## src/rtl/or1200_vlx_pkg.sv

```systemverilog
// Shared types and constants for the VLX bit packer.
// The packer top and its word assembler both import this package.
package or1200_vlx_pkg;

  localparam int VLX_MAX_LEN = 24;
  localparam int VLX_LEN_W   = $clog2(VLX_MAX_LEN + 1);

  typedef enum logic [2:0] {
    RUN,
    PAD,
    DRAIN,
    STUFF,
    LAST,
    DONE
  } vlx_pack_state_t;

  // Byte enables for a partial word holding cnt bytes, filled from [31:24] down.
  function automatic logic [3:0] vlx_be_from_cnt(input logic [1:0] cnt);
    return ~(4'hF >> cnt);
  endfunction

endpackage

```

## src/rtl/or1200_vlx_wordasm.sv

```systemverilog
// Byte-to-word assembler for the VLX packer: collects bytes MSB-first into a
// big-endian 32-bit word and holds it on a valid/ready handshake. A close
// request turns the bytes collected so far into a partial word with byte enables.
module or1200_vlx_wordasm
  import or1200_vlx_pkg::*;
(
  input  logic        clk_i,
  input  logic        rst_ni,
  input  logic        push_i,
  input  logic [7:0]  byte_i,
  input  logic        close_i,
  output logic        ready_o,
  output logic [1:0]  byte_cnt_o,
  output logic        out_valid_o,
  input  logic        out_ready_i,
  output logic [31:0] out_data_o,
  output logic [3:0]  out_be_o
);

  logic [1:0]  r_cnt;
  logic        r_valid;
  logic [31:0] r_data;
  logic [3:0]  r_be;

  assign ready_o     = !r_valid;
  assign byte_cnt_o  = r_cnt;
  assign out_valid_o = r_valid;
  assign out_data_o  = r_data;
  assign out_be_o    = r_be;

  // Word fill, close and handshake; a held word blocks further bytes until taken.
  always_ff @(posedge clk_i) begin
    if (!rst_ni) begin
      r_cnt   <= '0;
      r_valid <= 1'b0;
      r_data  <= '0;
      r_be    <= '0;
    end else if (r_valid) begin
      if (out_ready_i) r_valid <= 1'b0;
    end else if (close_i && (r_cnt != 2'd0)) begin
      r_valid <= 1'b1;
      r_be    <= vlx_be_from_cnt(r_cnt);
      r_cnt   <= '0;
    end else if (push_i) begin
      // The first byte of a word clears the rest so partial words carry zero padding.
      if (r_cnt == 2'd0) r_data <= {byte_i, 24'h000000};
      else               r_data[8*(2'd3 - r_cnt) +: 8] <= byte_i;
      if (r_cnt == 2'd3) begin
        r_valid <= 1'b1;
        r_be    <= 4'hF;
        r_cnt   <= '0;
      end else begin
        r_cnt <= r_cnt + 2'd1;
      end
    end
  end

endmodule

```

## src/rtl/or1200_vlx_bitpack.sv

```systemverilog
// VLX bit packer: appends variable-length codes MSB-first into a left-aligned
// bit buffer, extracts one byte per cycle into the word assembler, and on flush
// pads the last byte with 1s and closes the final partial word.
// Build option: define VLX_BYTE_STUFF_EN to insert 0x00 after every 0xFF byte.
module or1200_vlx_bitpack
  import or1200_vlx_pkg::*;
#(
  parameter  int MAX_LEN = VLX_MAX_LEN,
  localparam int LEN_W   = $clog2(MAX_LEN + 1),
  localparam int BUF_W   = MAX_LEN + 7
) (
  input  logic               clk_i,
  input  logic               rst_ni,
  input  logic               in_valid_i,
  output logic               in_ready_o,
  input  logic [MAX_LEN-1:0] in_code_i,
  input  logic [LEN_W-1:0]   in_len_i,
  input  logic               flush_i,
  output logic               flush_done_o,
  output logic               busy_o,
  output logic               out_valid_o,
  input  logic               out_ready_i,
  output logic [31:0]        out_data_o,
  output logic [3:0]         out_be_o
);

  localparam int CNT_W = $clog2(BUF_W + 1);

  logic [BUF_W-1:0]   r_buf;
  logic [CNT_W-1:0]   r_bit_cnt;
  vlx_pack_state_t    r_state;
  vlx_pack_state_t    w_state_nxt;
`ifdef VLX_BYTE_STUFF_EN
  vlx_pack_state_t    r_ret_state;
`endif

  logic [LEN_W-1:0]   w_len;
  logic [MAX_LEN-1:0] w_code_mask;
  logic [CNT_W-1:0]   w_shamt;
  logic [BUF_W-1:0]   w_code_pos;
  logic [7:0]         w_top_byte;
  logic [7:0]         w_push_byte;
  logic               w_accept;
  logic               w_want_extract;
  logic               w_extract;
  logic               w_pad;
  logic               w_push;
  logic               w_close;
  logic               w_asm_ready;
  logic [1:0]         w_asm_cnt;

  // Over-long lengths are clamped; the masked code lands right below the pending bits.
  assign w_len       = (in_len_i > LEN_W'(MAX_LEN)) ? LEN_W'(MAX_LEN) : in_len_i;
  assign w_code_mask = ~({MAX_LEN{1'b1}} << w_len);
  assign w_shamt     = CNT_W'(BUF_W) - r_bit_cnt - CNT_W'(w_len);
  assign w_code_pos  = BUF_W'(in_code_i & w_code_mask) << w_shamt;
  assign w_top_byte  = r_buf[BUF_W-1 -: 8];

  // Input is taken only while less than a byte is pending, so a full-length code always fits.
  assign in_ready_o   = (r_state == RUN) && (r_bit_cnt < CNT_W'(8));
  assign flush_done_o = (r_state == DONE);
  assign busy_o       = (r_bit_cnt != '0) || (w_asm_cnt != 2'd0) || out_valid_o || (r_state != RUN);

  // Next-state and per-cycle datapath controls.
  always_comb begin
    w_state_nxt    = r_state;
    w_accept       = 1'b0;
    w_want_extract = 1'b0;
    w_extract      = 1'b0;
    w_pad          = 1'b0;
    w_push         = 1'b0;
    w_push_byte    = w_top_byte;
    w_close        = 1'b0;
    case (r_state)
      RUN: begin
        if (in_ready_o) begin
          w_accept = in_valid_i;
          if (flush_i) w_state_nxt = PAD;
        end else begin
          w_want_extract = 1'b1;
        end
      end
      // A code accepted together with the flush may leave whole bytes; drain those before padding.
      PAD: begin
        if (r_bit_cnt >= CNT_W'(8)) w_want_extract = 1'b1;
        else begin
          w_pad       = 1'b1;
          w_state_nxt = DRAIN;
        end
      end
      DRAIN: begin
        if (r_bit_cnt == '0) w_state_nxt = LAST;
        else                 w_want_extract = 1'b1;
      end
`ifdef VLX_BYTE_STUFF_EN
      STUFF: begin
        if (w_asm_ready) begin
          w_push      = 1'b1;
          w_push_byte = 8'h00;
          w_state_nxt = r_ret_state;
        end
      end
`endif
      LAST: begin
        if (!out_valid_o) begin
          if (w_asm_cnt == 2'd0) w_state_nxt = DONE;
          else                   w_close     = 1'b1;
        end
      end
      DONE:    w_state_nxt = RUN;
      default: w_state_nxt = RUN;
    endcase
    if (w_want_extract && w_asm_ready && (r_bit_cnt >= CNT_W'(8))) begin
      w_extract = 1'b1;
      w_push    = 1'b1;
`ifdef VLX_BYTE_STUFF_EN
      if (w_top_byte == 8'hFF) w_state_nxt = STUFF;
`endif
    end
  end

  // State register; the stuff state remembers where to resume.
  always_ff @(posedge clk_i) begin
    if (!rst_ni) begin
      r_state <= RUN;
`ifdef VLX_BYTE_STUFF_EN
      r_ret_state <= RUN;
`endif
    end else begin
      r_state <= w_state_nxt;
`ifdef VLX_BYTE_STUFF_EN
      if ((w_state_nxt == STUFF) && (r_state != STUFF)) r_ret_state <= r_state;
`endif
    end
  end

  // Bit buffer: append, byte extract and 1-fill padding are mutually exclusive.
  always_ff @(posedge clk_i) begin
    if (!rst_ni) begin
      r_buf     <= '0;
      r_bit_cnt <= '0;
    end else if (w_accept) begin
      r_buf     <= r_buf | w_code_pos;
      r_bit_cnt <= r_bit_cnt + CNT_W'(w_len);
    end else if (w_extract) begin
      r_buf     <= r_buf << 8;
      r_bit_cnt <= r_bit_cnt - CNT_W'(8);
    end else if (w_pad && (r_bit_cnt != '0)) begin
      r_buf[BUF_W-1 -: 8] <= w_top_byte | (8'hFF >> r_bit_cnt);
      r_bit_cnt           <= CNT_W'(8);
    end
  end

  or1200_vlx_wordasm u_wordasm (
    .clk_i       (clk_i),
    .rst_ni      (rst_ni),
    .push_i      (w_push),
    .byte_i      (w_push_byte),
    .close_i     (w_close),
    .ready_o     (w_asm_ready),
    .byte_cnt_o  (w_asm_cnt),
    .out_valid_o (out_valid_o),
    .out_ready_i (out_ready_i),
    .out_data_o  (out_data_o),
    .out_be_o    (out_be_o)
  );

endmodule

```

## config.mk

```make
export PLATFORM = sky130hd
export DESIGN_NAME = or1200_vlx_bitpack
export DESIGN_NICKNAME = d
export VERILOG_FILES = /design/src/rtl/or1200_vlx_pkg.sv /design/src/rtl/or1200_vlx_wordasm.sv /design/src/rtl/or1200_vlx_bitpack.sv
export SDC_FILE = /design/constraint.sdc
export NUM_CORES = 1
export LEC_CHECK = 0
export ABC_AREA = 1
export CAP_MARGIN = 20
export CORE_ASPECT_RATIO = 0.75
export CORE_UTILIZATION = 57
export CTS_CLUSTER_SIZE = 16
export DETAILED_ROUTE_END_ITERATION = 8
export PLACE_DENSITY = 0.82
export SLEW_MARGIN = 40
export SYNTH_ARGS = -nofsm -noshare
export SYNTH_HDL_FRONTEND = slang
export SYNTH_HIERARCHICAL = 1
export SYNTH_SLANG_ARGS = --single-unit
```

## constraint.sdc

```tcl
create_clock -name clk_i -period 3.6 [get_ports clk_i]
set_input_delay 0.72 -clock clk_i [delete_from_list [all_inputs] [get_ports clk_i]]
set_output_delay 0.72 -clock clk_i [all_outputs]
set_load 0.02 [all_outputs]
```

==> flow_metrics.env <==
export IMPL_outcome="finished, final reports clean"
export IMPL_grt_pass1_wl_microns=29250
export IMPL_crit_required_ps=3860
export IMPL_io_buffer_count=73
export IMPL_slew_violations=0
export IMPL_num_rows=31
export IMPL_drt_total_wl_microns=17610
export IMPL_remaining_drc_errors=0
export IMPL_die_w_microns=119.9
export IMPL_pin_count=74
export IMPL_syn_cell_area_sq_mm=0.005938
export IMPL_critPathKind="in -> reg"
export IMPL_viasPerCell=5.666
export IMPL_area_delta_synth_final_pct=20.56
export IMPL_yosys_top_cells_count="303 x nand2_1, 189 x nand3_1, 121 x inv_1"
export IMPL_p_total_mw=6.624
export IMPL_worst_pin_slew_ps=744.8
export IMPL_drt_pass1_iterations=8
export IMPL_die_area_sq_mm=0.01083
export IMPL_r2r_start="r_bit_cnt[0]$_SDFFE_PN0P_"
export IMPL_setup_violations=0
export IMPL_n_antenna_cell=0
export IMPL_hold_start="u_wordasm/out_data_o[7]$_SDFFE_PN0P_"
export IMPL_ant_nets=0
export IMPL_fin_ws_ps=307.8
export IMPL_crit_family="simple AND/OR/NAND/NOR gates"
export IMPL_cts_resized=0
export IMPL_gp_congestion=0.9359
export IMPL_ys_warn_count=6
export IMPL_dp_hpwl_microns=13330
export IMPL_post_place_ws_ps=-21.58
export IMPL_yosys_cell_types_count=39
export IMPL_postPlaceCellArea_sq_mm=0.006787
export IMPL_fmax_mhz=303.7
export IMPL_fin_crit_ps=3292
export IMPL_syn_area_per_cell_sq_um=5.833
export IMPL_grt_use_total_pct=33.43
export IMPL_p_leak_nw=3.202
export IMPL_filler_cell_count=874
export IMPL_clock_latency_ps=340
export IMPL_antenna_found_initial=0
export IMPL_synth_area_leaders="dfxtp_1 26%, nand2_1 19%, nand3_1 16%, inv_1 7.6%, nor2_1 5.5%"
export IMPL_fp_dieH_microns=90.40
export IMPL_drive_gt1_share_pct=6.568
export IMPL_start_util_pct=60.04
export IMPL_cts_sinks=78
export IMPL_clk_pin_slew_ps=60
export IMPL_slowest_delay_ps=490
export IMPL_synth_edf_count=0
export IMPL_hp_class="reg -> reg"
export IMPL_hold_viol=0
export IMPL_async_flop_share_pct=0
export IMPL_pwr_density_cell_mw_per_mm2=925.2
export IMPL_drt_iter0_drc=847
export IMPL_finalClockSkew_ps=6.857
export IMPL_nNetsFinal=1125
export IMPL_crit_chain="clkdlybuf4s50_1 > nor2_1 > nand2_1 > a21oi_1 > inv_1 > fa_1 > xor2_2 > buf_4 > nand3_1 > nand3_1 > nand3_1 > nand2_1 > nand2_1 > a21oi_1"
export IMPL_peakVddDrop_v=0.0007658
export IMPL_grt_overflow_total=0
export IMPL_yosysMostFrequentCell="nand2_1"
export IMPL_stdcell_area_sq_mm=0.007159
export IMPL_synth_top_area_share_pct=26.30
export IMPL_synth_cells=1018
export IMPL_cts_buffers=9
export IMPL_grt_max_degree=35
export IMPL_synth_ff_type="dfxtp_1"
export IMPL_startpoint="in_len_i[1]"
export IMPL_ys_seq_elements=78
export IMPL_start_kind="primary input"
export IMPL_cp_end_kind="flip-flop"
export IMPL_cts_setup_buffers=0
export IMPL_drv_cap=0
export IMPL_cts_buffer_depth=2
export IMPL_cts_hold_buf=0
export IMPL_path_buf_inv=3
export IMPL_grt_pass1_vias=6025
export IMPL_ys_seq_area_share_pct=26.30
export IMPL_rsz0062_at_grt="no"
export IMPL_path_max_fanout=19
export IMPL_cts_root_buffer="clkbuf_16"
export IMPL_wl_per_cell_microns=14.51
export IMPL_via_count=6873
export IMPL_worst_ep_arrival_time_ps=3560
export IMPL_yosysTopAreaCell="dfxtp_1"
export IMPL_syn_nets=1067
export IMPL_cts_tree="built"
export IMPL_slew_headroom_pct=50.29
export IMPL_slowest_stage="clkdlybuf4s50_1"
export IMPL_cts_max_level=3
export IMPL_core_area_sq_mm=0.009891
export IMPL_fin_crit_sh_pct=91.45
cell families (layout without fill, tap and decap cells):
logic type	Yosys count	count (layout)	synth area share, %
fa+ha+maj	15	15	3.287
buf+inv	178	241	12.52
simple gates	614	614	45.22
xor+xnor	5	5	0.9905
compound gates	128	128	11.69
flops	78	78	26.30
worst reg2reg max path, cell delays in order, from the launching register on:
cell and delay, ps:
dfxtp_1 530, ha_1 230, inv_1 70, fa_1 440, xor2_2 280, buf_4 270
nand3_1 160, nand3_1 170, nand3_1 90, nand2_1 70, nand2_1 50, a21oi_1 170
placed cells by master (no fill, tap or decap), types with 9 or more instances in the layout:
cell type          n
clkdlybuf4s50_1   73
nor2_1            86
nand3_1          189
ha_1              14
inv_1            121
dfxtp_1           78
buf_4             14
o21ai_1           12
a21oi_1           63
clkbuf_16          9
inv_2             13
o211ai_1           9
o21ai_0           27
nand2_1          303
a31oi_1            9
power breakdown:
group | internal, mW | leakage, nW | total (mW) | switching (mW)
registers | 1.12 | 0.634 | 1.31 | 0.193
logic | 1.43 | 2.39 | 4.19 | 2.76
clock network | 0.751 | 0.176 | 1.13 | 0.374
total | 3.30 | 3.20 | 6.62 | 3.33
routing by layer:
layer / GRT usage [%] / share of wire [%] / vias up
li1: - / - / 3385
met1: 49.88 / 48 / 3084
met2: 47.78 / 39 / 376
met3: 8.333 / 11 / 28
met4: 6.563 / 1.2 / 0
met5: 1.923 / 0 / -
flip-flops by register name, indices dropped and copies added, names as in the netlist:
register,cells
r_bit_cnt,5
u_wordasm/byte_cnt_o,2
u_wordasm/out_valid_o,1
u_wordasm/out_data_o,32
r_buf,31
u_wordasm/out_be_o,4
r_state,3
final cells by class:
cell class	instances	area [sq um]	area share, %
clock buffers	9	225.2	3.146
clock inverters	7	145.1	2.027
inverters	134	503.0	7.026
multi-input cells	762	3643	50.89
flip-flops and latches	78	1562	21.81
well taps	132	165.2	2.307
repair buffers	91	915.9	12.79
stage by stage:
stage               utilization, %  hold slack [ps]  instances  setup TNS, ps
CTS                          72.36            467.8       1213              0
global route                 72.38            491.4       1213              0
detailed placement           68.61            456.5       1197         -21.58
global placement             68.61            454.8       1197              0
floorplan                        -            444.5       1018              0
finish                       72.38            467.0       1213              0
worst paths after layout:
kind	end	depth (start not counted)	slack, ps
setup / recovery	r_buf[26]$_SDFFE_PN0P_	14	310
hold / removal	u_wordasm/out_data_o[7]$_SDFFE_PN0P_	2	470
setup reg to reg	r_buf[26]$_SDFFE_PN0P_	11	1000
hold reg to reg	u_wordasm/out_data_o[7]$_SDFFE_PN0P_	2	470
Note: power is estimated with default switching activity, not from simulation.
